$ cat config.mk
export PLATFORM = sky130hd
export DESIGN_NAME = ha_array_accum_ctrl
export DESIGN_NICKNAME = d
export VERILOG_FILES = /design/src/rtl/ha_acc_pkg.sv /design/src/rtl/ha_row_align.sv /design/src/rtl/ha_array_accum_ctrl.sv
export SDC_FILE = /design/constraint.sdc
export NUM_CORES = 1
export LEC_CHECK = 0
export CAP_MARGIN = 0
export CORE_MARGIN = 2
export CORE_UTILIZATION = 30
export CTS_CLUSTER_SIZE = 12
export DETAILED_ROUTE_END_ITERATION = 7
export PLACE_DENSITY_LB_ADDON = 0.25
export SETUP_SLACK_MARGIN = 0.2
export SLEW_MARGIN = 0
export SYNTH_ARGS = -nofsm -noshare
export SYNTH_HDL_FRONTEND = slang
export SYNTH_HIERARCHICAL = 1
export SYNTH_SLANG_ARGS = --single-unit
$ cat constraint.sdc
create_clock -name clk -period 4.4 [get_ports clk]
set_input_delay 0.44 -clock clk [delete_from_list [all_inputs] [get_ports clk]]
set_output_delay 0.44 -clock clk [all_outputs]
set_load 0.1 [all_outputs]
$ cat src/rtl/ha_acc_pkg.sv
// Shared types, sizes and row-alignment helpers for the half-adder array accumulator.
// Optional zero-row skipping is enabled with HA_ACC_SKIP_ZERO_EN (see ha_array_accum_ctrl).
package ha_acc_pkg;

  localparam int ROWS      = 4;
  localparam int T_W       = 9;
  localparam int B_W       = 7;
  localparam int P_W       = 16;
  localparam int ROW_SHIFT = 2;
  localparam int A_W       = P_W + 2;
  localparam int RW        = $clog2(ROWS);

  typedef enum logic [1:0] {
    IDLE  = 2'd0,
    ACCUM = 2'd1,
    DONE  = 2'd2
  } state_e;

  // Row k sits at weight 2^(2k); its carry vector sits one row-step higher.
  function automatic logic [A_W-1:0] row_align(input logic [RW-1:0] k,
                                               input logic [T_W-1:0] t,
                                               input logic [B_W-1:0] b);
    logic [A_W-1:0] t_ext;
    logic [A_W-1:0] b_ext;
    t_ext = A_W'(t) << (ROW_SHIFT * int'(k));
    b_ext = A_W'(b) << (ROW_SHIFT * int'(k) + ROW_SHIFT);
    return t_ext + b_ext;
  endfunction

  function automatic logic [RW-1:0] first_row(input logic [ROWS-1:0] mask);
    logic [RW-1:0] r;
    r = '0;
    for (int i = ROWS - 1; i >= 0; i--) begin
      if (mask[i]) r = RW'(i);
    end
    return r;
  endfunction

endpackage

$ cat src/rtl/ha_row_align.sv
// Selects one captured row pair and presents it as an 18-bit addend aligned to its weight.
module ha_row_align
  import ha_acc_pkg::*;
(
  input  logic [RW-1:0]       row_sel,
  input  logic [ROWS*T_W-1:0] t_all,
  input  logic [ROWS*B_W-1:0] b_all,
  output logic [A_W-1:0]      addend
);

  logic [T_W-1:0] t_row [ROWS];
  logic [B_W-1:0] b_row [ROWS];

  genvar gi;
  generate
    for (gi = 0; gi < ROWS; gi++) begin : g_split
      assign t_row[gi] = t_all[gi*T_W +: T_W];
      assign b_row[gi] = b_all[gi*B_W +: B_W];
    end
  endgenerate

  assign addend = row_align(row_sel, t_row[row_sel], b_row[row_sel]);

endmodule

$ cat src/rtl/ha_array_accum_ctrl.sv
// Sequential final adder: captures four row pairs, sums one row per cycle into a 16-bit product.
// Define HA_ACC_SKIP_ZERO_EN to skip rows whose sum and carry vectors are both zero.
module ha_array_accum_ctrl
  import ha_acc_pkg::*;
(
  input  logic           clk,
  input  logic           rst,
  input  logic           in_valid,
  output logic           in_ready,
  input  logic [T_W-1:0] ha_array_0_t,
  input  logic [T_W-1:0] ha_array_1_t,
  input  logic [T_W-1:0] ha_array_2_t,
  input  logic [T_W-1:0] ha_array_3_t,
  input  logic [B_W-1:0] ha_array_0_b,
  input  logic [B_W-1:0] ha_array_1_b,
  input  logic [B_W-1:0] ha_array_2_b,
  input  logic [B_W-1:0] ha_array_3_b,
  output logic           out_valid,
  input  logic           out_ready,
  output logic [P_W-1:0] p,
  output logic           p_ovf
);

  state_e              state_q;
  logic [RW-1:0]       row_q;
  logic [ROWS-1:0]     pend_q;
  logic [P_W-1:0]      acc_q;
  logic                ovf_q;
  logic                in_ready_q;
  logic                out_valid_q;
  logic [ROWS*T_W-1:0] t_q;
  logic [ROWS*B_W-1:0] b_q;

  logic [ROWS*T_W-1:0] t_in;
  logic [ROWS*B_W-1:0] b_in;
  logic [ROWS-1:0]     seq_mask;
  logic [ROWS-1:0]     pend_rem;
  logic [A_W-1:0]      addend;
  logic [A_W-1:0]      sum;

  assign t_in = {ha_array_3_t, ha_array_2_t, ha_array_1_t, ha_array_0_t};
  assign b_in = {ha_array_3_b, ha_array_2_b, ha_array_1_b, ha_array_0_b};

  // seq_mask marks the rows that will be sequenced for the operation being accepted.
`ifdef HA_ACC_SKIP_ZERO_EN
  logic [ROWS-1:0] nz_in;
  genvar gi;
  generate
    for (gi = 0; gi < ROWS; gi++) begin : g_nz
      assign nz_in[gi] = (|t_in[gi*T_W +: T_W]) | (|b_in[gi*B_W +: B_W]);
    end
  endgenerate
  assign seq_mask = nz_in;
`else
  assign seq_mask = '1;
`endif

  assign pend_rem = pend_q & ~(ROWS'(1) << row_q);

  ha_row_align u_align (
    .row_sel (row_q),
    .t_all   (t_q),
    .b_all   (b_q),
    .addend  (addend)
  );

  assign sum = A_W'(acc_q) + addend;

  always_ff @(posedge clk) begin
    if (rst) begin
      state_q     <= IDLE;
      row_q       <= '0;
      pend_q      <= '0;
      acc_q       <= '0;
      ovf_q       <= 1'b0;
      in_ready_q  <= 1'b1;
      out_valid_q <= 1'b0;
    end else begin
      case (state_q)
        IDLE: begin
          if (in_valid) begin
            t_q        <= t_in;
            b_q        <= b_in;
            acc_q      <= '0;
            ovf_q      <= 1'b0;
            pend_q     <= seq_mask;
            row_q      <= first_row(seq_mask);
            in_ready_q <= 1'b0;
            if (|seq_mask) begin
              state_q <= ACCUM;
            end else begin
              state_q     <= DONE;
              out_valid_q <= 1'b1;
            end
          end
        end
        ACCUM: begin
          acc_q <= sum[P_W-1:0];
          if (|sum[A_W-1:P_W]) ovf_q <= 1'b1;
          pend_q <= pend_rem;
          row_q  <= first_row(pend_rem);
          if (pend_rem == '0) begin
            state_q     <= DONE;
            out_valid_q <= 1'b1;
          end
        end
        DONE: begin
          if (out_ready) begin
            state_q     <= IDLE;
            out_valid_q <= 1'b0;
            in_ready_q  <= 1'b1;
          end
        end
        default: begin
          state_q     <= IDLE;
          out_valid_q <= 1'b0;
          in_ready_q  <= 1'b1;
        end
      endcase
    end
  end

  assign in_ready  = in_ready_q;
  assign out_valid = out_valid_q;
  assign p         = acc_q;
  assign p_ovf     = ovf_q;

endmodule

==> impl_results.md, run 1 <==
* H-tree depth at 3
* Final max-slew violation count at 0
* CP endpoint kind: flop
* Die Span X at 135.7 µm
* Critical path's largest stage delay at 0.55 ns
* Vias per cell at 4.807
* Clk_skew at 0.006631 ns
* CP Cell Sequence: buf_12 > mux4_2 > nand2_2 > o21a_1 > nor2_1 > ha_1 > buf_4 > o21a_1 > o211ai_1 > o21ai_1 > a31oi_1 > xnor2_1 > ha_1 > nand4_1 > nor2_1 > a221o_2 > a311o_1 > o41ai_2 > a31oi_1
* Mapped cell area at 0.005206 mm²
* Synth async-reset ratio at 0
* Leak pwr at 2.646 nW
* Critical Setup Path Class: flop to flop
* Max rail drop VDD at 0.0002002 V
* Sink Count at 91
* Syn Nets at 582
* Site row count at 48
* CP Max Fanout at 5
* Cts hold-fix bufs at 0
* Crit path from: row_q[1]$_SDFFE_PP0P_
* FF+latch count, synth at 91
* Tightest Pin Transition at 0.9786 ns
* CTS tree: yes
* Number of port buffers at 86
* First-pass GRT wire length at 19.95 mm
* Outcome: completed
* Drt drc at 0
* Power Total at 2.765 mW
* WL per Instance at 15.02 µm
* GRT overflow at 0
* Hold crit path type: flop to flop
* Vias at 3,990
* DRT antenna net count at 0
* DRT Wirelength at 12.47 mm
* Clock slew at reported path FFs at 0.07 ns
* Maxcap violations at 0
* Vias in the first global route at 4,059
* CTS root buffer: clkbuf_16
* WHS at 0.4928 ns
* Cells after Synth at 480
* Crit path DAT at 4.63 ns
* # diodes at 0
* Min Tclk post-route at 4.395 ns
* YS warnings at 6
* Die area at 0.01842 mm²
* Gpl congestion at 0.8385
* Top Family by Delay on Critical Path: compound AO/OA/AOI/OAI gates
* Area Overhead vs Synth at 35.42%
* Min-Delay Startpoint: pend_q[0]$_SDFFE_PP0P_
* PwrDens at 392.1 mW/mm²
* Number of flops mapped to enable cells by yosys at 64
* Mean Syn Cell Area at 10.85 µm²
* Fmax at 227.6 MHz
* Final worst slack at 0.005429 ns
* Height of the chip at 135.7 µm
* Initial antenna violation count at 0
* Most frequent cells in the layout: clkdlybuf4s50_1, edfxtp_1, nor2_1
* Initial Util at 0.3042
* Critical Path RT at 4.63 ns
* I/O pin total at 87
* Pin count of the biggest net entering global routing at 65
* Final hold violations at 0
* RSZ-0062 raised after global routing: true
* Final Cycle Share at 0.9988
* Tot GR Track Use at 0.1397
* Post-DP HPWL at 9.285 mm
* Slew margin rel. at 0.3456
* DR iter-0 viols at 199
* # setup viols final at 0
* Pre-CTS worst setup slack at -0.1011 ns
* Setup tns final at 0 ns
* Total CTS buffers at 9
* Distinct cells, synth at 64
* Number of buffers and inverters on the critical path at 2
* Core Region at 0.01712 mm²
* Net count reported at finish at 703
* Worst-Skew Late Latency at 0.35 ns
* Critical R2R Launch: row_q[1]$_SDFFE_PP0P_
* Clk buf depth at 2
* Most common cell after layout, fill and taps aside: clkdlybuf4s50_1
* Max stage delay cell, worst path: mux4_2
* CP Launch Type: flop
* DR pass1 iterations at 4
* Prevailing post-synth register cell: edfxtp_1
* Layout cells sized above 1 at 0.1752
* Post-synthesis sequential area ratio at 0.4730
[worst min-delay path: stages (launching register included)]
cell and delay (ns):
dfxtp_1 0.32, inv_1 0.05, a221oi_1 0.06
[routing by layer]
| metal | wire [µm] | GRT usage | vias to the layer above |
|---|---|---|---|
| met2 | 5795 | 0.2273 | 97 |
| met4 | 227 | 0.04803 | 0 |
| met3 | 536 | 0.03255 | 18 |
| met1 | 5910 | 0.1826 | 1846 |
| met5 | 0 | 0 | - |
| li1 | - | - | 2029 |
[cell usage after synthesis (all sizes together) (3+ instances only)]
master / instances / area, µm²
a211oi: 6 / 45.04
a21o: 7 / 52.55
a21oi: 38 / 197.7
a22o: 6 / 52.55
a22oi: 5 / 37.54
a311oi: 4 / 53.80
a31oi: 6 / 37.54
a32oi: 3 / 26.28
and2: 6 / 37.54
and3: 6 / 38.79
buf: 4 / 25.02
clkbuf: 13 / 48.80
dfxtp: 27 / 540.5
edfxtp: 64 / 1922
ha: 32 / 400.4
inv: 20 / 75.07
mux2: 5 / 60.05
mux2i: 12 / 120.1
mux4: 7 / 157.7
nand2: 37 / 138.9
nand2b: 9 / 56.30
nand3: 6 / 30.03
nor2: 44 / 165.2
nor2b: 14 / 87.58
nor3: 7 / 40.04
o211ai: 4 / 30.03
o21a: 8 / 60.06
o21ai: 22 / 110.1
o21bai: 3 / 22.52
o22ai: 4 / 25.02
or3: 3 / 18.77
xnor2: 17 / 148.9
xor2: 6 / 52.55
[what timing repair did]
action | CTS | global route
setup endpoints to repair | 6 | 8
cloned | 0 | 0
resized for setup | 9 | 16
pin swaps | 16 | 7
setup buffers | 7 | 7
[kinds of logic (layout without fill, tap and decap cells)]
group / after synthesis / after routing / share of synthesized area
fa+ha+maj: 34 / 34 / 0.08459
mux: 24 / 24 / 0.06489
flops: 91 / 91 / 0.4730
simple gates: 136 / 136 / 0.1231
buf+inv: 37 / 162 / 0.02860
compound gates: 135 / 135 / 0.1872
xor+xnor: 23 / 23 / 0.03869
[state kept, by name (all words and copies together) (netlist names)]
register	count
p_ovf	1
p	16
row_q	2
t_q	36
b_q	28
in_ready	1
state_q	2
out_valid	1
pend_q	4
[stage by stage]
step                      cell area (µm²)  utilization  std cells
after detailed placement             6544       0.3823        801
after CTS                            6929       0.4048        823
final                                7051       0.4119        830
after floorplan                      5308            -        480
after global routing                 7051       0.4119        830
after global placement               6544       0.3823        801
[where the power goes]
part,switching [mW],internal [mW]
registers,0.0335,0.979
logic,0.550,0.427
clock network,0.336,0.438
total,0.920,1.84
[final timing paths]
| check | end | slack [ns] | depth (start not counted) |
|---|---|---|---|
| min | pend_q[0]$_SDFFE_PP0P_ | 0.49 | 2 |
| max | p_ovf$_SDFFE_PP0P_ | 0.005 | 19 |
| min reg2reg | pend_q[0]$_SDFFE_PP0P_ | 0.49 | 2 |
| max reg2reg | p_ovf$_SDFFE_PP0P_ | 0.005 | 19 |
[layout make-up]
class	instances	area, µm²
repair buffers	127	1209
clock buffers	9	225.2
multi-input cells	352	2728
clock inverters	6	65.06
fillers	1657	10070
flip-flops and latches	91	2467
inverters	20	75.07
well taps	225	281.5
Power figures use the tool's default switching activity.
==> inputs of run 2 (changes only) <==
Settings changed: CORE_UTILIZATION 30 to 49.
==> run 2 against run 1 <==
  * Die area down 38%
  * Non-clock buffer count up 3
  * Clock skew up 0.0054 ns
  * Largest power group unchanged
  * Highest routed layer unchanged
==> impl_results.md, run 2 (synthesis results as in run 1) <==
* Reg area at 0.002467 mm² (unchanged)
* Fmax at 228.9 MHz (+0.61%)
* Number of port buffers at 86 (unchanged)
* Layout cells sized above 1 at 0.1957 (+0.02052)
* # diodes at 0 (unchanged)
* Max reg flops at 36 (unchanged)
* Max stage delay cell, worst path: dfxtp_4
* Critical path's largest stage delay at 0.40 ns (-0.15 ns)
* Final max-slew violation count at 0 (unchanged)
* Min-Delay Startpoint: pend_q[0]$_SDFFE_PP0P_
* Most frequent cells in the layout: clkdlybuf4s50_1, edfxtp_1, nor2_1
* Worst r2r dst: p_ovf$_SDFFE_PP0P_
* Reg power frac at 0.393 (+0.027)
* Clk_skew at 0.01199 ns (+0.005360 ns)
* Drt drc at 0 (unchanged)
* Tightest Pin Transition at 0.9736 ns (-0.005027 ns)
* DRT antenna net count at 0 (unchanged)
* Top Family by Delay on Critical Path: compound AO/OA/AOI/OAI gates
* Slew margin rel. at 0.3489 (+0.003362)
* Tot GR Track Use at 0.2150 (+0.07536)
* Vias per cell at 5.546 (+15%)
* Initial Util at 0.5043 (+0.2001)
* RSZ-0062 raised after global routing: true
* Filler instances at 794 (-52%)
* Sink Count at 91 (unchanged)
* Biggest register: t_q
* DRT Wirelength at 12.21 mm (-2.1%)
* Worst hold path endpoint: pend_q[0]$_SDFFE_PP0P_
* Max rail drop VDD at 0.0001960 V (-2.1%)
* Worst-Skew Late Latency at 0.36 ns (about the same)
* First-pass GRT wire length at 19.33 mm (-3.1%)
* Clk buf depth at 2 (unchanged)
* Worst reg2reg path depth at 22 (+3)
* Most common cell after layout, fill and taps aside: clkdlybuf4s50_1
* I/O pin total at 87 (unchanged)
* DR pass1 iterations at 7 (+3)
* Site row count at 37 (-23%)
* Total CTS buffers at 9 (unchanged)
* Power share of the clock group at 0.218 (-0.062)
* H-tree depth at 3 (unchanged)
* Height of the chip at 107.1 µm (-21%)
* Initial antenna violation count at 0 (unchanged)
* CP Max Fanout at 8 (+3)
* Hold crit path type: flop to flop
* P_sw at 0.9085 mW (-1.2%)
* Post-DP HPWL at 8.596 mm (-7.4%)
* P_int at 1.671 mW (-9.5%)
* Number of buffers and inverters on the critical path at 4 (+2)
* Maxcap violations at 0 (unchanged)
* Setup tns final at 0 ns (unchanged)
* Outcome: completed
* CTS root buffer: clkbuf_8
* CP Cell Sequence: buf_6 > buf_4 > mux2i_1 > or2_1 > mux2_4 > nor2_1 > ha_1 > a21oi_2 > a21boi_2 > a311oi_2 > buf_4 > a21bo_1 > a311oi_2 > nor2_2 > ha_1 > buf_4 > nand2_1 > nand2_1 > a221o_1 > a31oi_1 > xor2_1 > a31oi_1
* Worst R2R Setup Slack at 0.03 ns (+0.03 ns)
* Leak pwr at 2.624 nW (-0.85%)
* Crit path DAT at 4.61 ns (-0.02 ns)
* Multi-input gate area at 0.002818 mm² (+3.3%)
* Pin count of the biggest net entering global routing at 65 (unchanged)
* PwrDens at 371.8 mW/mm² (-5.2%)
* Combinational share of power at 0.390 (+0.036)
* Area Overhead vs Synth at 33.24%
* GRT overflow at 0 (unchanged)
* CTS tree: yes
* Min Tclk post-route at 4.368 ns (-0.02668 ns)
* CP Launch Type: flop
* Critical Setup Path Class: flop to flop
* Final Cycle Share at 0.9927 (-0.006063)
* Gpl congestion at 0.9441 (+13%)
* Net count reported at finish at 706 (+0.43%)
* Vias in the first global route at 4,054 (-0.12%)
* Crit-path most repeated cell: buf_4
* Hold path depth at 2 (unchanged)
* Clock slew at reported path FFs at 0.09 ns (+0.02 ns)
* Switching Share at 0.3523 (+0.01955)
* Final hold violations at 0 (unchanged)
* Vias at 4,126 (+3.4%)
* Core Region at 0.01032 mm² (-40%)
* WL per Instance at 16.40 µm (+9.2%)
* CP endpoint kind: flop
* Die Span X at 107.1 µm (-21%)
* Cts hold-fix bufs at 0 (unchanged)
* # setup viols final at 0 (unchanged)
* Die area at 0.01147 mm² (-38%)
* Final core utilization at 0.6719 (+0.2600)
* Critical R2R Launch: row_q[1]$_SDFFE_PP0P_
* DR iter-0 viols at 226 (+14%)
* Critical Path RT at 4.65 ns (+0.02 ns)
==> run 2: cell count changes in the layout (fill, tap and decap cells not counted), sizes merged <==
cell	change
inv	+1
buf	+3
clkinvlp	+1
clkinv	-2
==> run 2: layout make-up <==
cell class | count | area share
Multi-Input combinational cell | 352 | 0.4062
Sequential cell | 91 | 0.3557
Timing Repair Buffer | 130 | 0.1757
Tap cell | 136 | 0.02453
Clock buffer | 9 | 0.01786
Inverter | 20 | 0.01082
Clock inverter | 6 | 0.009199
==> run 2: repair_timing <==
item | 4_1_cts | 5_1_grt
setup buffers | 16 | 9
gates resized for setup | 11 | 31
pin swaps | 14 | 17
endpoints found under the setup margin | 5 | 8
==> run 2: metrics by stage <==
stage | worst slack, ns | instance area, µm² | std cells | hold slack, ns | power [mW]
final | 0.03211 | 6937 | 744 | 0.4912 | 2.579
after global routing | -0.1999 | 6937 | 744 | 0.5453 | 2.717
after detailed placement | -0.06942 | 6372 | 704 | 0.4769 | 1.900
after CTS | 0.08608 | 6718 | 735 | 0.4894 | 2.499
after global placement | 0.04477 | 6372 | 704 | 0.4695 | 1.875
after floorplan | 0.1221 | 5308 | 480 | 0.4537 | 1.664
==> run 2: worst max-delay path by stage <==
stage | to | cells past startpoint | slack (ns) | start
2_1_floorplan | p_ovf$_SDFFE_PP0P_ | 19 | 0.12 | row_q[1]$_SDFFE_PP0P_
3_3_place_gp | p_ovf$_SDFFE_PP0P_ | 18 | 0.04 | row_q[1]$_SDFFE_PP0P_
3_5_place_dp | p_ovf$_SDFFE_PP0P_ | 18 | -0.07 | row_q[1]$_SDFFE_PP0P_
4_1_cts | p_ovf$_SDFFE_PP0P_ | 19 | 0.09 | row_q[1]$_SDFFE_PP0P_
5_1_grt | p_ovf$_SDFFE_PP0P_ | 19 | -0.20 | row_q[1]$_SDFFE_PP0P_
6_report | p_ovf$_SDFFE_PP0P_ | 22 | 0.03 | row_q[1]$_SDFFE_PP0P_
==> run 2: power groups by stage <==
stage / Sequential, mW / Combinational [mW] / Clock (mW)
after global routing: 1.02 / 1.09 / 0.609
after detailed placement: 1.03 / 0.866 / 0
after floorplan: 1.15 / 0.517 / 0
final: 1.01 / 1.01 / 0.561
after global placement: 1.03 / 0.844 / 0
after CTS: 1.01 / 0.912 / 0.574
==> run 2: worst register-to-register path: stages (launching register included) <==
cell      delay, ns
dfxtp_4        0.40
buf_6          0.15
buf_4          0.13
mux2i_1        0.12
or2_1          0.23
mux2_4         0.31
nor2_1         0.10
ha_1           0.27
a21oi_2        0.18
a21boi_2       0.20
a311oi_2       0.07
buf_4          0.17
a21bo_1        0.23
a311oi_2       0.32
nor2_2         0.09
ha_1           0.30
buf_4          0.16
nand2_1        0.06
nand2_1        0.06
a221o_1        0.28
a31oi_1        0.18
xor2_1         0.17
a31oi_1        0.08
==> run 2: routing by layer <==
metal,global-route usage,vias up,wire (µm)
li1,-,2037,-
met1,0.2728,1911,5188
met2,0.3549,146,6022
met3,0.03830,32,607
met4,0.1039,0,388
met5,0,-,0
==> inputs of run 3 (changes only) <==
Settings changed: REMOVE_ABC_BUFFERS from default to 1.
==> run 3 against run 2 <==
  * Clock power grew 15%
  * Combinational power is essentially flat
  * Design area grew 1.5%
  * Flip-flop and latch count is the same
  * Critical endpoint unchanged
  * Critical path type unchanged
  * Largest cell class unchanged
==> impl_results.md, run 3 (synthesis results as in run 1) <==
* # setup viols final at 0 (unchanged)
* Final worst slack at 0.06819 ns (+0.03609 ns)
* Min Tclk post-route at 4.332 ns (-0.03609 ns)
* Power Total at 2.655 mW (+2.9%)
* WL per Instance at 16.47 µm (+0.39%)
* Final Cycle Share at 0.9845 (-0.008202)
* Clk buf depth at 2 (unchanged)
* Fmax at 230.9 MHz (+0.83%)
* Dpl cells at 716 (+1.7%)
* Most common cell after layout, fill and taps aside: clkdlybuf4s50_1
* Vias at 4,274 (+3.6%)
* Site row count at 37 (unchanged)
* Sink Count at 91 (unchanged)
* Initial antenna violation count at 0 (unchanged)
* Critical Path RT at 4.64 ns (about the same)
* Crit path DAT at 4.57 ns (-0.04 ns)
* CP endpoint kind: flop
* Layout cells sized above 1 at 0.2048 (+0.009076)
* Clk_skew at 0.01368 ns (+0.001685 ns)
* Net count reported at finish at 722 (+2.3%)
* DR iter-0 viols at 161 (-29%)
* Pin count of the biggest net entering global routing at 27 (-58%)
* Worst-Skew Late Latency at 0.37 ns (about the same)
* Most frequent cells in the layout: clkdlybuf4s50_1, edfxtp_1, buf_4
* Final hold violations at 0 (unchanged)
* First-pass GRT wire length at 19.82 mm (+2.6%)
* Number of port buffers at 86 (unchanged)
* Met3 Track Usage GR at 0.03526 (-0.003040)
* Cts hold-fix bufs at 0 (unchanged)
* Critical Setup Path Class: flop to flop
* Slew margin rel. at 0.3474 (-0.001493)
* Final max-slew violation count at 0 (unchanged)
* GRT overflow at 0 (unchanged)
* CTS root buffer: clkbuf_8
* Leak pwr at 2.704 nW (+3.0%)
* # diodes at 0 (unchanged)
* PwrDens at 377.1 mW/mm² (+1.4%)
* Final Cell Area at 0.007041 mm² (+1.5%)
* DRT antenna net count at 0 (unchanged)
* Total CTS buffers at 9 (unchanged)
* Vias in the first global route at 4,195 (+3.5%)
* I/O pin total at 87 (unchanged)
* DR pass1 iterations at 7 (unchanged)
* Global routing usage on met1 at 0.2792 (+0.006381)
* H-tree depth at 3 (unchanged)
* Core Region at 0.01032 mm² (unchanged)
* Outcome: completed
* RSZ-0062 raised after global routing: true
* Post-DP HPWL at 8.990 mm (+4.6%)
* Placed inst area at 0.006417 mm² (+0.71%)
* Hold crit path type: flop to flop
* Die Span X at 107.1 µm (unchanged)
* DRT Wirelength at 12.53 mm (+2.7%)
* Grt peak-use layer: met2
* Clock slew at reported path FFs at 0.09 ns (about the same)
* Height of the chip at 107.1 µm (unchanged)
* Drt drc at 0 (unchanged)
* Vias per cell at 5.616 (+1.3%)
* Initial Util at 0.5043 (unchanged)
* CP Launch Type: flop
* CP Max Fanout at 7 (-1)
* Maxcap violations at 0 (unchanged)
* CTS tree: yes
* Biggest register: t_q
* Max reg flops at 36 (unchanged)
* Met2 usage at 0.3748 (+0.01989)
* Max rail drop VDD at 0.0001929 V (-1.6%)
* Layout Cells excl Fill at 761 (+2.3%)
* Tot GR Track Use at 0.2222 (+0.007207)
* Pre-CTS worst setup slack at -0.1086 ns (-0.03920 ns)
* Area Overhead vs Synth at 35.23%
* Die area at 0.01147 mm² (unchanged)
* Tightest Pin Transition at 0.9758 ns (+0.002233 ns)
* Gpl congestion at 0.8831 (-6.5%)
run 3: worst paths after layout:
path                                from                endpoint  slack (ns)  depth (start not counted)
setup / recovery   row_q[1]$_SDFFE_PP0P_      p_ovf$_SDFFE_PP0P_        0.07                         17
hold / removal    pend_q[0]$_SDFFE_PP0P_  pend_q[0]$_SDFFE_PP0P_        0.50                          2
setup reg to reg   row_q[1]$_SDFFE_PP0P_      p_ovf$_SDFFE_PP0P_        0.07                         17
hold reg to reg   pend_q[0]$_SDFFE_PP0P_  pend_q[0]$_SDFFE_PP0P_        0.50                          2
run 3: critical path, stage by stage (launching register included):
cell and delay [ns]:
dfxtp_4 0.42, buf_6 0.14, mux4_2 0.52, mux2i_2 0.19, nor2_1 0.07, ha_1 0.34
buf_4 0.18, a21o_1 0.17, nor2_1 0.14, o21ai_1 0.11, a31oi_1 0.18, xnor2_1 0.16
ha_1 0.27, buf_4 0.15, a221o_2 0.43, a311o_1 0.41, o41ai_2 0.24, a31oi_1 0.08
run 3: what timing repair did:
item | CTS | global route
pin swaps | 24 | 7
resized for setup | 19 | 24
setup endpoints to repair | 4 | 6
buffers inserted | 20 | 8
endpoints found under the hold margin | 0 | 0
gates cloned | 1 | 0
run 3: area by class of cell:
type	instances	area, µm²
inverter	20	75.07
timing repair buffer	146	1371
fill	788	3283
tap	136	170.2
clock buffer	11	141.4
clock inverter	5	85.08
multi-input combinational	352	2730
sequential	91	2467
run 3: per-stage QoR:
step / setup TNS (ns) / hold WS, ns / util
3_5_place_dp: -0.1086 / 0.4811 / 0.6216
5_1_grt: -0.1267 / 0.5422 / 0.6820
6_report: 0 / 0.4969 / 0.6820
4_1_cts: 0 / 0.4951 / 0.6660
2_1_floorplan: -4.091 / 0.4435 / -
3_3_place_gp: 0 / 0.4681 / 0.6216
run 3: layer usage:
metal | vias up | wire length (µm)
met5 | - | 0
li1 | 2073 | -
met1 | 2001 | 5370
met2 | 163 | 6103
met4 | 0 | 407
met3 | 37 | 651
run 3: where the power goes:
group | switching, mW | total, mW | internal [mW]
Clock | 0.304 | 0.643 | 0.339
Combinational | 0.559 | 0.998 | 0.439
Sequential | 0.0361 | 1.01 | 0.978
